--- src/rtl/alu_pkg.sv ---
// Shared definitions for the board-demo ALU: operation codes, mode bank
// selects, push-button codes and the blank segment pattern, plus the
// decoder that maps (mode, buttons) onto an operation.
package alu_pkg;

  typedef enum logic [3:0] {
    OP_ADD,
    OP_SUB,
    OP_MUL,
    OP_DIV,
    OP_MOD,
    OP_AND,
    OP_XOR,
    OP_OR,
    OP_SHL,
    OP_SHR,
    OP_NONE
  } op_e;

  localparam logic [1:0] MODE_ARITH = 2'b00;
  localparam logic [1:0] MODE_LOGIC = 2'b01;
  localparam logic [1:0] MODE_SHIFT = 2'b10;

  // Active-low buttons: exactly one bit low selects a slot.
  localparam logic [3:0] BTN_0 = 4'b1110;
  localparam logic [3:0] BTN_1 = 4'b1101;
  localparam logic [3:0] BTN_2 = 4'b1011;
  localparam logic [3:0] BTN_3 = 4'b0111;

  localparam logic [6:0] SEG_BLANK = 7'b1111111;

  // Anything not listed (no button, several buttons, unused slot or bank)
  // decodes to OP_NONE.
  function automatic op_e decode_op(input logic [1:0] mode, input logic [3:0] btn);
    op_e op;
    op = OP_NONE;
    case (mode)
      MODE_ARITH: begin
        case (btn)
          BTN_0:   op = OP_ADD;
          BTN_1:   op = OP_SUB;
          BTN_2:   op = OP_MUL;
          BTN_3:   op = OP_DIV;
          default: op = OP_NONE;
        endcase
      end
      MODE_LOGIC: begin
        case (btn)
          BTN_0:   op = OP_MOD;
          BTN_1:   op = OP_AND;
          BTN_2:   op = OP_XOR;
          BTN_3:   op = OP_OR;
          default: op = OP_NONE;
        endcase
      end
      MODE_SHIFT: begin
        case (btn)
          BTN_0:   op = OP_SHL;
          BTN_1:   op = OP_SHR;
          default: op = OP_NONE;
        endcase
      end
      default: op = OP_NONE;
    endcase
    return op;
  endfunction

endpackage

--- src/rtl/alu_hex_to_7seg.sv ---
// Combinational hex digit to 7-segment decoder.
// Ports:
//   hex : 4-bit value to display
//   seg : active-low segments, bit order {g,f,e,d,c,b,a}
module hex_to_7seg
  import alu_pkg::*;
(
  input  logic [3:0] hex,
  output logic [6:0] seg
);

  always_comb begin
    seg = SEG_BLANK;
    case (hex)
      4'h0: seg = 7'b1000000;
      4'h1: seg = 7'b1111001;
      4'h2: seg = 7'b0100100;
      4'h3: seg = 7'b0110000;
      4'h4: seg = 7'b0011001;
      4'h5: seg = 7'b0010010;
      4'h6: seg = 7'b0000010;
      4'h7: seg = 7'b1111000;
      4'h8: seg = 7'b0000000;
      4'h9: seg = 7'b0010000;
      4'hA: seg = 7'b0001000;
      4'hB: seg = 7'b0000011;
      4'hC: seg = 7'b1000110;
      4'hD: seg = 7'b0100001;
      4'hE: seg = 7'b0000110;
      4'hF: seg = 7'b0001110;
      default: seg = SEG_BLANK;
    endcase
  end

endmodule

--- src/rtl/alu.sv ---
// Registered N-bit ALU for the board demo. Operation chosen by a 2-bit
// mode bank and four active-low buttons; results shown on 7-seg digits.
// Ports:
//   clk, rst            : clock, synchronous active-high reset
//   A_num, B_num        : operands (B is also the shift amount)
//   operations_buttons  : active-low op select within the bank
//   change_mode         : op bank select
//   seg1, seg2          : digits of A_num[3:0], B_num[3:0]
//   result_seg          : digit of result[3:0]
//   flags_seg           : digit of flag nibble {Nf,Z,C,V}
module alu
  import alu_pkg::*;
#(
  parameter int N = 4
) (
  input  logic         clk,
  input  logic         rst,
  input  logic [N-1:0] A_num,
  input  logic [N-1:0] B_num,
  input  logic [3:0]   operations_buttons,
  input  logic [1:0]   change_mode,
  output logic [6:0]   seg1,
  output logic [6:0]   seg2,
  output logic [6:0]   result_seg,
  output logic [6:0]   flags_seg
);

  typedef logic [N-1:0] word_t;

  op_e          op;
  word_t        alu_res;
  logic         alu_c;
  logic         alu_v;
  logic [N:0]   wide;
  logic [2*N-1:0] prod;

  word_t        result_q;
  logic [3:0]   flags_q;
  word_t        res_next;
  logic [3:0]   flags_next;

  logic [6:0]   seg_a;
  logic [6:0]   seg_b;
  logic [6:0]   seg_res;
  logic [6:0]   seg_flags;

  assign op = decode_op(change_mode, operations_buttons);

  always_comb begin
    alu_res = '0;
    alu_c   = 1'b0;
    alu_v   = 1'b0;
    wide    = '0;
    prod    = '0;
    case (op)
      OP_ADD: begin
        wide    = {1'b0, A_num} + {1'b0, B_num};
        alu_res = wide[N-1:0];
        alu_c   = wide[N];
        alu_v   = (A_num[N-1] == B_num[N-1]) && (alu_res[N-1] != A_num[N-1]);
      end
      OP_SUB: begin
        // Top bit of the widened difference is the borrow (A < B).
        wide    = {1'b0, A_num} - {1'b0, B_num};
        alu_res = wide[N-1:0];
        alu_c   = wide[N];
        alu_v   = (A_num[N-1] != B_num[N-1]) && (alu_res[N-1] != A_num[N-1]);
      end
      OP_MUL: begin
        prod    = {{N{1'b0}}, A_num} * {{N{1'b0}}, B_num};
        alu_res = prod[N-1:0];
        alu_c   = |prod[2*N-1:N];
      end
      OP_DIV: begin
        if (B_num == '0) begin
          alu_res = '1;
          alu_v   = 1'b1;
        end else begin
          alu_res = A_num / B_num;
        end
      end
      OP_MOD: begin
        if (B_num == '0) begin
          alu_res = A_num;
          alu_v   = 1'b1;
        end else begin
          alu_res = A_num % B_num;
        end
      end
      OP_AND: alu_res = A_num & B_num;
      OP_XOR: alu_res = A_num ^ B_num;
      OP_OR:  alu_res = A_num | B_num;
      // Shifting through one extra bit leaves the last bit shifted out in
      // that extra position; a zero shift naturally leaves it 0.
      OP_SHL: begin
        if (B_num < word_t'(N)) begin
          wide    = {1'b0, A_num} << B_num;
          alu_res = wide[N-1:0];
          alu_c   = wide[N];
        end
      end
      OP_SHR: begin
        if (B_num < word_t'(N)) begin
          wide    = {A_num, 1'b0} >> B_num;
          alu_res = wide[N:1];
          alu_c   = wide[0];
        end
      end
      default: ;
    endcase
  end

  // Invalid selections keep the previous result and flags on display.
  always_comb begin
    if (op != OP_NONE) begin
      res_next   = alu_res;
      flags_next = {alu_res[N-1], (alu_res == '0), alu_c, alu_v};
    end else begin
      res_next   = result_q;
      flags_next = flags_q;
    end
  end

  hex_to_7seg u_hex_a     (.hex(A_num[3:0]),    .seg(seg_a));
  hex_to_7seg u_hex_b     (.hex(B_num[3:0]),    .seg(seg_b));
  hex_to_7seg u_hex_res   (.hex(res_next[3:0]), .seg(seg_res));
  hex_to_7seg u_hex_flags (.hex(flags_next),    .seg(seg_flags));

  always_ff @(posedge clk) begin
    if (rst) begin
      result_q   <= '0;
      flags_q    <= '0;
      seg1       <= SEG_BLANK;
      seg2       <= SEG_BLANK;
      result_seg <= SEG_BLANK;
      flags_seg  <= SEG_BLANK;
    end else begin
      result_q   <= res_next;
      flags_q    <= flags_next;
      seg1       <= seg_a;
      seg2       <= seg_b;
      result_seg <= seg_res;
      flags_seg  <= seg_flags;
    end
  end

endmodule

--- config.mk ---
export PLATFORM = sky130hd
export DESIGN_NAME = alu
export DESIGN_NICKNAME = d
export VERILOG_FILES = /design/src/rtl/alu_pkg.sv /design/src/rtl/alu_hex_to_7seg.sv /design/src/rtl/alu.sv
export SDC_FILE = /design/constraint.sdc
export NUM_CORES = 1
export LEC_CHECK = 0
export CORE_ASPECT_RATIO = 0.75
export CORE_MARGIN = 3
export CORE_UTILIZATION = 45
export DETAILED_ROUTE_END_ITERATION = 10
export GPL_TIMING_DRIVEN = 0
export PLACE_DENSITY = 0.66
export RECOVER_POWER = 50
export SKIP_CTS_REPAIR_TIMING = 1
export SLEW_MARGIN = 20
export SYNTH_ARGS = -nofsm -noshare
export SYNTH_HDL_FRONTEND = slang
export SYNTH_SLANG_ARGS = --single-unit
--- constraint.sdc ---
create_clock -name clk -period 15.6 [get_ports clk]
set_input_delay 1.56 -clock clk [delete_from_list [all_inputs] [get_ports clk]]
set_output_delay 1.56 -clock clk [all_outputs]
set_load 0.02 [all_outputs]
==> summary.md, run 1 <==
| Metric | Value |
|---|---|
| Status | `complete, no violations` |
| Share of layout cells above drive strength 1 | `0.110` |
| # IOs | `44` |
| Deepest clock path buffer count | `2` |
| Worst-path fanout max | `11` |
| Cells after DPL | `598` |
| Final Wtd Congestion | `0.919` |
| Vias post-DR | `3526` |
| Crit Reg-Reg Endpoint | `flags_seg[0]` |
| Clock input transition at the sequential cells of the worst setup and hold paths | `0.06 ns` |
| Initial DRC Count | `256` |
| Post-Syn Area | `0.00391 sq mm` |
| Htree depth | `2` |
| DP HPWL | `8140 um` |
| Tightest Pin Transition | `0.987 ns` |
| Worst EP arrival | `8.86 ns` |
| Part of the cycle the worst path needs | `0.558` |
| Max cap viols | `0` |
| Largest family of logic cells by synthesized area | `compound AO/OA/AOI/OAI gates` |
| Synth Area in Simple Gates | `0.191` |
| # diodes | `0` |
| Min cycle time layout | `8.71 ns` |
| Sink Count | `36` |
| Hold_ws | `0.608 ns` |
| Final hold vios | `0` |
| Num CTS Buffers | `5` |
| Synth Area in XOR/XNOR | `0.0157` |
| Leak | `roughly 2 nW` |
| Worst EP required | `15.75 ns` |
| DIE HEIGHT | `~87 um` |
| Final antenna-violating net count | `0` |
| Final WL | `10500 um` |
| Setup Skew | `0.00501 ns` |
| Worst slew margin | `0.342` |
| Setup Viol. Count Final | `0` |
| CP startpoint kind | `primary input` |
| Worst reg2reg setup slack | `13.25 ns` |
| Setup TNS | `0 ns` |
| Setup crit end | `result_seg[3]` |
| FP Rows | `28` |
| Starting Density | `0.479` |
| Syn_nets | `537` |
| Peak VDD IR | `48.0 uV` |
| Initial antenna violation count | `0` |
| Wire per inst | `around 17 um` |
| Power density over the cells | `76.7 mW/mm^2` |
| Synth Register Bits | `36` |
| Gr usage total | `0.218` |
| Asr flop ratio synth | `0` |
| Synth area leader | `ha_1` |
| Worst R2R Path Depth | `6` |
| Fin. max-slew vios | `0` |
| Top FF cell, synth | `dfxtp_1` |
| Largest net degree at the start of global routing | `16` |
| Compound-Gate Fraction of Synth Area | `0.239` |
| Layout area overhead | `17.4%` |
| R2R Path Start | `flags_q[1]` |
| Die width | `114 um` |
| Die footprint | `0.00986 sq mm` |
| Cell variety after synth | `78` |
| Seq/Total Area, Yosys | `0.184` |
| Post-synth EDFFs | `0` |
| Placed inst area | `0.00444 sq mm` |
| Ranking of synthesized cells by area | `ha_1, dfxtp_1, nor2_1` |
| Synth top area share | `0.195` |
| Global-route wire length before repair | `17200 um` |
| Worst setup EP type | `flop` |
| Clock root buffer | `clkbuf_16` |
| Drt first pass iters | `4` |
| Final Power | `0.352 mW` |
| Total core area | `0.00816 sq mm` |
| Fmax | `115 MHz` |
| Yosys Warn Count | `0` |
| Mux cell area share after synthesis | `0.0729` |
| I/O Buffers | `40` |
| Residual DRC | `0` |
| Critical Path Start | `B_num[0]` |
| GRT overflow | `0` |
| Vias in the first global route | `3215` |
| CTS tree | `yes` |
| Adder-Cell Fraction of Synth Area | `0.231` |
| Design area | `0.00459 sq mm` |
| Post-Syn Instances | `roughly 450` |
| Layout Cells excl Fill | `606` |
| Nets | `584` |
| DR vias/cell | `between 5 and 6` |
| Crit Path Class | `primary input to flop` |
| Clk_lat worst skew | `0.28 ns` |
| RSZ-0062 raised after global routing | `no` |
| HP Class | `flop to flop` |
| Syn avg cell area | `8.64 sq um` |
==> cells by family after synthesis <==
group                    Yosys count
XOR/XNOR                           7
AND/OR/NAND/NOR                  144
buffers and inverters             53
adder cells (fa/ha/maj)           68
multiplexers                      25
flip-flops                        36
AO/OA/AOI/OAI                    120
==> per-layer routing <==
layer | global-route usage | wire length (um)
met2 | 0.311 | 4330
met3 | 0.0307 | 564
met1 | 0.351 | 5600
met5 | 0 | 0
met4 | 0.0284 | 44
==> state kept, by name, summed over array words and instances, names as in the netlist <==
signal,flops
seg1,7
seg2,7
flags_q,4
result_seg,7
result_q,4
flags_seg,7
==> cells in the final DEF, fill, tap and decap left out, drive strengths merged, types with 4 or more instances in the layout <==
cell type / n
ha: 61
nor2: 52
dfxtp: 36
dlygate4sd3: 29
nand2: 28
inv: 26
o21ai: 21
a21oi: 19
clkbuf: 17
mux2i: 15
nand3: 12
buf: 12
clkdlybuf4s50: 11
nor3: 10
o211ai: 9
a211oi: 9
nor2b: 8
mux2: 8
a221o: 8
fa: 7
a21o: 6
clkinv: 6
o221ai: 5
or2: 5
nand4b: 4
nand2b: 4
xnor2: 4
o21bai: 4
o311ai: 4
a221oi: 4
==> metrics by stage <==
step,util,setup slack [ns]
floorplan,-,8.33
global placement,0.544,6.79
detailed placement,0.544,6.66
CTS,0.562,6.94
global route,0.563,6.33
finish,0.563,6.89
==> area by class of cell <==
cell class,instances,area (sq um)
repair buffers,40,400
inverters,29,109
plain buffers,24,151
clock buffers,5,125
well taps,105,131
flip-flops and latches,36,721
fillers,774,3570
clock inverters,3,18.8
multi-input cells,364,2940
==> how the worst min path moves through the flow <==
stage / start / end / slack (ns) / cells past startpoint
5_1_grt: flags_q[0] / flags_q[0] / 0.67 / 2
6_report: flags_q[0] / flags_q[0] / 0.61 / 2
3_3_place_gp: result_q[1] / result_q[1] / 0.60 / 3
3_5_place_dp: result_q[0] / result_q[0] / 0.62 / 2
4_1_cts: result_q[0] / result_q[0] / 0.63 / 2
2_1_floorplan: result_q[0] / result_q[0] / 0.55 / 2
==> worst max-delay path, stage by stage <==
cell and delay, ns:
clkdlybuf4s50_1 0.71, clkbuf_1 0.37, inv_1 0.40, ha_1 0.30, or4b_4 0.49, a22oi_4 0.20
ha_1 0.30, nor2_1 0.22, or3_1 0.15, buf_2 0.15, mux2i_1 0.26, ha_1 0.31
o21a_1 0.13, o41ai_1 0.48, nor2_1 0.10, ha_1 0.35, a21o_2 0.24, or2_2 0.32
o21ai_0 0.16, o2111ai_1 0.23, a21oi_1 0.53, inv_1 0.14, ha_1 0.28, mux2_2 0.28
mux2i_1 0.12, nand2_1 0.06
==> cell usage after synthesis (6+ instances only) <==
master     n
mux2i_1   15
nand3_1   12
fa_1       7
clkbuf_1  11
nand2_1   28
buf_6      6
mux2_2     8
o211ai_1   9
a21oi_1   18
dfxtp_1   36
nor3_1    10
nor2b_1    8
inv_1     25
a211oi_1   8
nor2_1    51
ha_1      61
a221o_1    7
o21ai_0   21
==> report_power, final <==
part	total [mW]	switching (mW)	internal [mW]
sequential	0.105	0.00213	0.102
combinational	0.151	0.0873	0.0637
clock	0.0969	0.0381	0.0588
Note: power is estimated with default switching activity, not from simulation.
==> inputs of run 2 (changes only) <==
- PLACE_DENSITY: 0.66 -> 0.69
- clock period: 15.6 -> 7.3 ns (I/O delays scaled with it)
==> summary.md, run 2 (synthesis gave the netlist of run 1 again) <==
| Metric | Value |
|---|---|
| DP HPWL | `8020 um (was 8140 um)` |
| Worst EP arrival | `7.11 ns (was 8.86 ns)` |
| Wire per inst | `17.1 um (was 17.4 um)` |
| Worst reg2reg setup slack | `4.99 ns (was 13.25 ns)` |
| Power density over the cells | `163 mW/mm^2 (was 76.7 mW/mm^2)` |
| Starting Density | `0.479 (unchanged)` |
| Hold Path End | `flags_q[0] (unchanged)` |
| GRT overflow | `0 (unchanged)` |
| Initial antenna violation count | `0 (unchanged)` |
| Worst slew margin | `0.277 (was 0.342)` |
| Final antenna-violating net count | `0 (unchanged)` |
| Sequential cell area | `721 sq um (unchanged)` |
| Final Wtd Congestion | `0.976 (was 0.919)` |
| Final WL | `10400 um (was 10500 um)` |
| Most used cell, CP | `ha_1 (unchanged)` |
| Critical path's largest stage delay | `0.54 ns (was 0.71 ns)` |
| Initial DRC Count | `296 (was 256)` |
| Most common cell after layout, fill and taps aside | `ha_1 (unchanged)` |
| Tightest Pin Transition | `1.09 ns (was 0.987 ns)` |
| Hold depth | `2 (unchanged)` |
| Setup Viol. Count Final | `0 (unchanged)` |
| Deepest clock path buffer count | `2 (unchanged)` |
| Clock input transition at the sequential cells of the worst setup and hold paths | `0.06 ns (about the same)` |
| Num CTS Buffers | `5 (unchanged)` |
| Hold Crit Start | `flags_q[0] (unchanged)` |
| HP Class | `flop to flop (unchanged)` |
| Crit Path Class | `primary input to flop (unchanged)` |
| # IOs | `44 (unchanged)` |
| Worst R2R Path Depth | `6 (unchanged)` |
| Most frequent cells in the layout | `ha_1, nor2_1, dfxtp_1 (unchanged)` |
| Final hold vios | `0 (unchanged)` |
| I/O Buffers | `40 (unchanged)` |
| Global-route wire length before repair | `17500 um (was 17200 um)` |
| Max cap viols | `0 (unchanged)` |
| Vias post-DR | `3624 (was 3526)` |
| Min cycle time layout | `between 6 and 7 ns` |
| Worst EP required | `7.47 ns (was 15.75 ns)` |
| Cells after DPL | `598 (unchanged)` |
| Layout Cells excl Fill | `610 (was 606)` |
| CP max-delay cell | `or4_4 (was clkdlybuf4s50_1)` |
| Peak VDD IR | `110 uV (was 48.0 uV)` |
| Worst setup EP type | `flop (unchanged)` |
| Crit-path cells | `dlymetal6s2s_1 -> inv_4 -> ha_1 -> or4b_4 -> a22oi_4 -> ha_1 -> nor2_1 -> or3_1 -> buf_2 -> mux2i_1 -> ha_1 -> a21oi_1 -> a21oi_1 -> mux2_2 -> ha_1 -> nand2_1 -> a21oi_1 -> or2_2 -> or4_4 -> a31oi_4 -> nor4b_4 -> a22oi_4 -> mux2_2 -> a221o_1` |
| Clk_lat worst skew | `0.28 ns (about the same)` |
| Die width | `114 um (unchanged)` |
| Part of the cycle the worst path needs | `0.951` |
| Nets | `588 (was 584)` |
| Crit Reg-Reg Endpoint | `flags_seg[0] (unchanged)` |
| Total core area | `0.00816 sq mm (unchanged)` |
| FP Rows | `28 (unchanged)` |
| R2R Path Start | `flags_q[1] (unchanged)` |
| Sink Count | `36 (unchanged)` |
| Largest net degree at the start of global routing | `16 (unchanged)` |
| Setup Skew | `0.00376 ns (was 0.00501 ns)` |
| DIE HEIGHT | `86.8 um (unchanged)` |
| Worst-path fanout max | `19 (was 11)` |
| Hold_ws | `0.604 ns (was 0.608 ns)` |
| Clock root buffer | `clkbuf_16 (unchanged)` |
| Status | `complete, no violations (unchanged)` |
| Vias in the first global route | `3374 (was 3215)` |
| Layout area overhead | `18.5% (was 17.4%)` |
| # diodes | `0 (unchanged)` |
| CTS tree | `yes (unchanged)` |
| CP startpoint kind | `primary input (unchanged)` |
| Fmax | `144 MHz` |
| Final Power | `0.755 mW (was 0.352 mW)` |
| Gr usage total | `0.218 (about the same)` |
| Die footprint | `0.00986 sq mm (unchanged)` |
| Leak | `2.03 nW (was 2.00 nW)` |
| Share of layout cells above drive strength 1 | `0.125 (was 0.110)` |
| Fill cells | `754 (was 774)` |
| Residual DRC | `0 (unchanged)` |
| DR vias/cell | `5.94 (was 5.82)` |
| Drt first pass iters | `5 (was 4)` |
| Htree depth | `2 (unchanged)` |
| Fin. max-slew vios | `0 (unchanged)` |
| Multi-input logic area | `0.00295 sq mm (was 0.00294 sq mm)` |
==> run 2: worst max path at each step <==
stage / start / end / slack [ns]
6_report: B_num[0] / flags_seg[6] / 0.36
5_1_grt: B_num[0] / result_seg[3] / -0.01
4_1_cts: B_num[0] / result_seg[3] / -0.46
3_5_place_dp: B_num[0] / result_seg[3] / -0.76
3_3_place_gp: B_num[0] / result_seg[3] / -0.60
2_1_floorplan: B_num[0] / flags_seg[6] / 0.86
==> run 2: power breakdown <==
| group | internal, mW | leakage [nW] | switching (mW) | total (mW) |
|---|---|---|---|---|
| logic | 0.138 | 1.65 | 0.187 | 0.325 |
| clock network | 0.126 | 0.0736 | 0.0814 | 0.207 |
| registers | 0.219 | 0.301 | 0.00477 | 0.224 |
==> run 2: final cells by class <==
type | count | area share
Multi-Input combinational cell | 364 | 0.637
Sequential cell | 36 | 0.155
Timing Repair Buffer | 45 | 0.0920
Buffer | 23 | 0.0318
Tap cell | 105 | 0.0283
Clock buffer | 5 | 0.0270
Inverter | 29 | 0.0243
Clock inverter | 3 | 0.00405
==> run 2: layer usage <==
layer  vias up  wire length (um)  GRT usage
met4         0                56     0.0262
met1      1709              5190      0.339
met3         6               795     0.0433
met2       141              4370      0.315
li1       1768                 -          -
met5         -                 0          0
==> run 2: critical path, delay by kind of cell <==
| kind | cells | cell delay [ns] |
|---|---|---|
| and+or+nand+nor | 7 | 1.90 |
| AOI/OAI and AO/OA | 7 | 1.39 |
| adders and majority gates | 4 | 1.13 |
| muxes | 3 | 1.04 |
| buffers and inverters | 3 | 0.86 |
==> run 2: stage by stage <==
step / area [sq um] / setup slack, ns / TNS [ns] / util
finish: 4640 / 0.356 / 0 / 0.568
global route: 4640 / -0.00955 / -0.00955 / 0.568
CTS: 4590 / -0.464 / -3.69 / 0.562
detailed placement: 4440 / -0.764 / -8.46 / 0.544
global placement: 4440 / -0.603 / -6.16 / 0.544
floorplan: 3910 / 0.855 / 0 / -
==> inputs of run 3 (changes only) <==
- CORE_ASPECT_RATIO: 0.75 -> default
==> summary.md, run 3 (synthesis gave the netlist of run 1 again) <==
| Metric | Value |
|---|---|
| Status | `complete, no violations (unchanged)` |
| Most frequent cells in the layout | `ha_1, nor2_1, dfxtp_1 (unchanged)` |
| Clock input transition at the sequential cells of the worst setup and hold paths | `0.07 ns (was 0.06 ns)` |
| Min cycle time layout | `6.91 ns (was 6.94 ns)` |
| Die width | `99.2 um (was 114 um)` |
| Wire per inst | `16.7 um (was 17.1 um)` |
| Total core area | `0.00834 sq mm (was 0.00816 sq mm)` |
| Worst EP arrival | `7.07 ns (was 7.11 ns)` |
| Die footprint | `0.00985 sq mm (was 0.00986 sq mm)` |
| Htree depth | `2 (unchanged)` |
| HP Class | `flop to flop (unchanged)` |
| CP startpoint kind | `primary input (unchanged)` |
| Hold depth | `2 (unchanged)` |
| Worst setup EP type | `flop (unchanged)` |
| Clk_lat worst skew | `0.28 ns (about the same)` |
| Worst-path fanout max | `19 (unchanged)` |
| R2R Path Start | `flags_q[1] (unchanged)` |
| GRT overflow | `0 (unchanged)` |
| Worst EP required | `7.47 ns (about the same)` |
| Max cap viols | `0 (unchanged)` |
| Final hold vios | `0 (unchanged)` |
| Vias post-DR | `3586 (was 3624)` |
| RSZ-0062 raised after global routing | `no` |
| Share of layout cells above drive strength 1 | `0.121 (was 0.125)` |
| Worst slew margin | `0.374 (was 0.277)` |
| Initial DRC Count | `199 (was 296)` |
| FP Rows | `33 (was 28)` |
| Peak VDD IR | `69.0 uV (was 110 uV)` |
| Tightest Pin Transition | `0.933 ns (was 1.09 ns)` |
| # IOs | `44 (unchanged)` |
| Place WS | `-0.681 ns (was -0.764 ns)` |
| I/O Buffers | `40 (unchanged)` |
| PnR worst setup slack | `0.394 ns (was 0.356 ns)` |
| Leak | `2.00 nW (was 2.03 nW)` |
| DR vias/cell | `5.87 (was 5.94)` |
| Fin. max-slew vios | `0 (unchanged)` |
| Hold Crit Start | `result_q[0] (was flags_q[0])` |
| Num CTS Buffers | `5 (unchanged)` |
| Final WL | `10200 um (was 10400 um)` |
| Nets | `590 (was 588)` |
| # diodes | `0 (unchanged)` |
| Most common cell after layout, fill and taps aside | `ha_1 (unchanged)` |
| Fmax | `145 MHz (was 144 MHz)` |
| Setup Viol. Count Final | `0 (unchanged)` |
| Gr usage total | `0.204 (was 0.218)` |
| Final Wtd Congestion | `0.953 (was 0.976)` |
| Drt first pass iters | `6 (was 5)` |
| Layout area overhead | `16.9% (was 18.5%)` |
| Crit Path Class | `primary input to flop (unchanged)` |
| Setup Skew | `0.00347 ns (was 0.00376 ns)` |
| Critical Path Start | `B_num[0] (unchanged)` |
| DIE HEIGHT | `99.2 um (was 86.8 um)` |
| Power density over the cells | `148 mW/mm^2 (was 163 mW/mm^2)` |
| Sink Count | `36 (unchanged)` |
| Final antenna-violating net count | `0 (unchanged)` |
| DP HPWL | `7830 um (was 8020 um)` |
| Setup TNS | `0 ns (unchanged)` |
| Initial antenna violation count | `0 (unchanged)` |
| Part of the cycle the worst path needs | `0.946 (was 0.951)` |
| Deepest clock path buffer count | `2 (unchanged)` |
| Final Power | `0.675 mW (was 0.755 mW)` |
| Clock root buffer | `clkbuf_8 (was clkbuf_16)` |
| Global-route wire length before repair | `16500 um (was 17500 um)` |
| Largest net degree at the start of global routing | `16 (unchanged)` |
| Residual DRC | `0 (unchanged)` |
| Fin util | `0.548 (was 0.568)` |
| Hold_ws | `0.546 ns (was 0.604 ns)` |
| CTS tree | `yes (unchanged)` |
| Vias in the first global route | `3444 (was 3374)` |
| Worst R2R Path Depth | `6 (unchanged)` |
| Starting Density | `0.469 (was 0.479)` |
-- run 3: cell types whose count changed in the layout (fill, tap and decap cells not counted), moves of 2 or more --
| cell | delta |
|---|---|
| a211oi_1 | +2 |
| buf_4 | +2 |
| clkbuf_16 | -5 |
| clkbuf_8 | +5 |
| a211oi_2 | -2 |
-- run 3: routing by layer --
layer,vias to the layer above,share of wire,GRT usage
met5,-,0,0
met4,0,0.017,0.0609
met3,13,0.057,0.0309
met2,109,0.50,0.365
met1,1711,0.43,0.253
li1,1753,-,-
-- run 3: worst paths after layout --
kind	to	slack [ns]
worst min register to register	result_q[0]	0.55
worst max register to register	flags_seg[0]	5.01
worst min-delay path	result_q[0]	0.55
worst max-delay path	flags_seg[6]	0.39
-- run 3: stage by stage --
step	instances	instance area [sq um]
after CTS	605	4520
after global routing	611	4570
after detailed placement	598	4440
after floorplan	453	3910
final	611	4570
after global placement	598	4440
-- run 3: power breakdown --
part           total (mW)  internal, mW  switching, mW
registers           0.223         0.219        0.00442
logic               0.323         0.138          0.184
clock network       0.129        0.0648         0.0646
total               0.675         0.422          0.253
-- run 3: final cells by class --
type                       instances  area [sq um]
fill                             780          3770
multi-input combinational        364          2940
sequential                        36           721
timing repair buffer              47           445
buffer                            23           148
tap                              105           131
inverter                          29           115
clock buffer                       6          72.6
clock inverter                     1          5.00
-- run 3: worst max-delay path, cell delays in order --
cell            delay, ns
dlymetal6s2s_1       0.42
inv_4                0.28
ha_1                 0.23
or4b_4               0.48
a22oi_4              0.19
ha_1                 0.29
nor2_1               0.20
or3_1                0.14
buf_2                0.16
mux2i_1              0.25
ha_1                 0.31
o21a_1               0.13
o41ai_1              0.47
nor2_1               0.08
ha_1                 0.35
a21o_2               0.25
or2_2                0.33
or4_4                0.54
a31oi_4              0.21
nor4b_4              0.08
a22oi_4              0.25
mux2_2               0.37
a221o_1              0.29
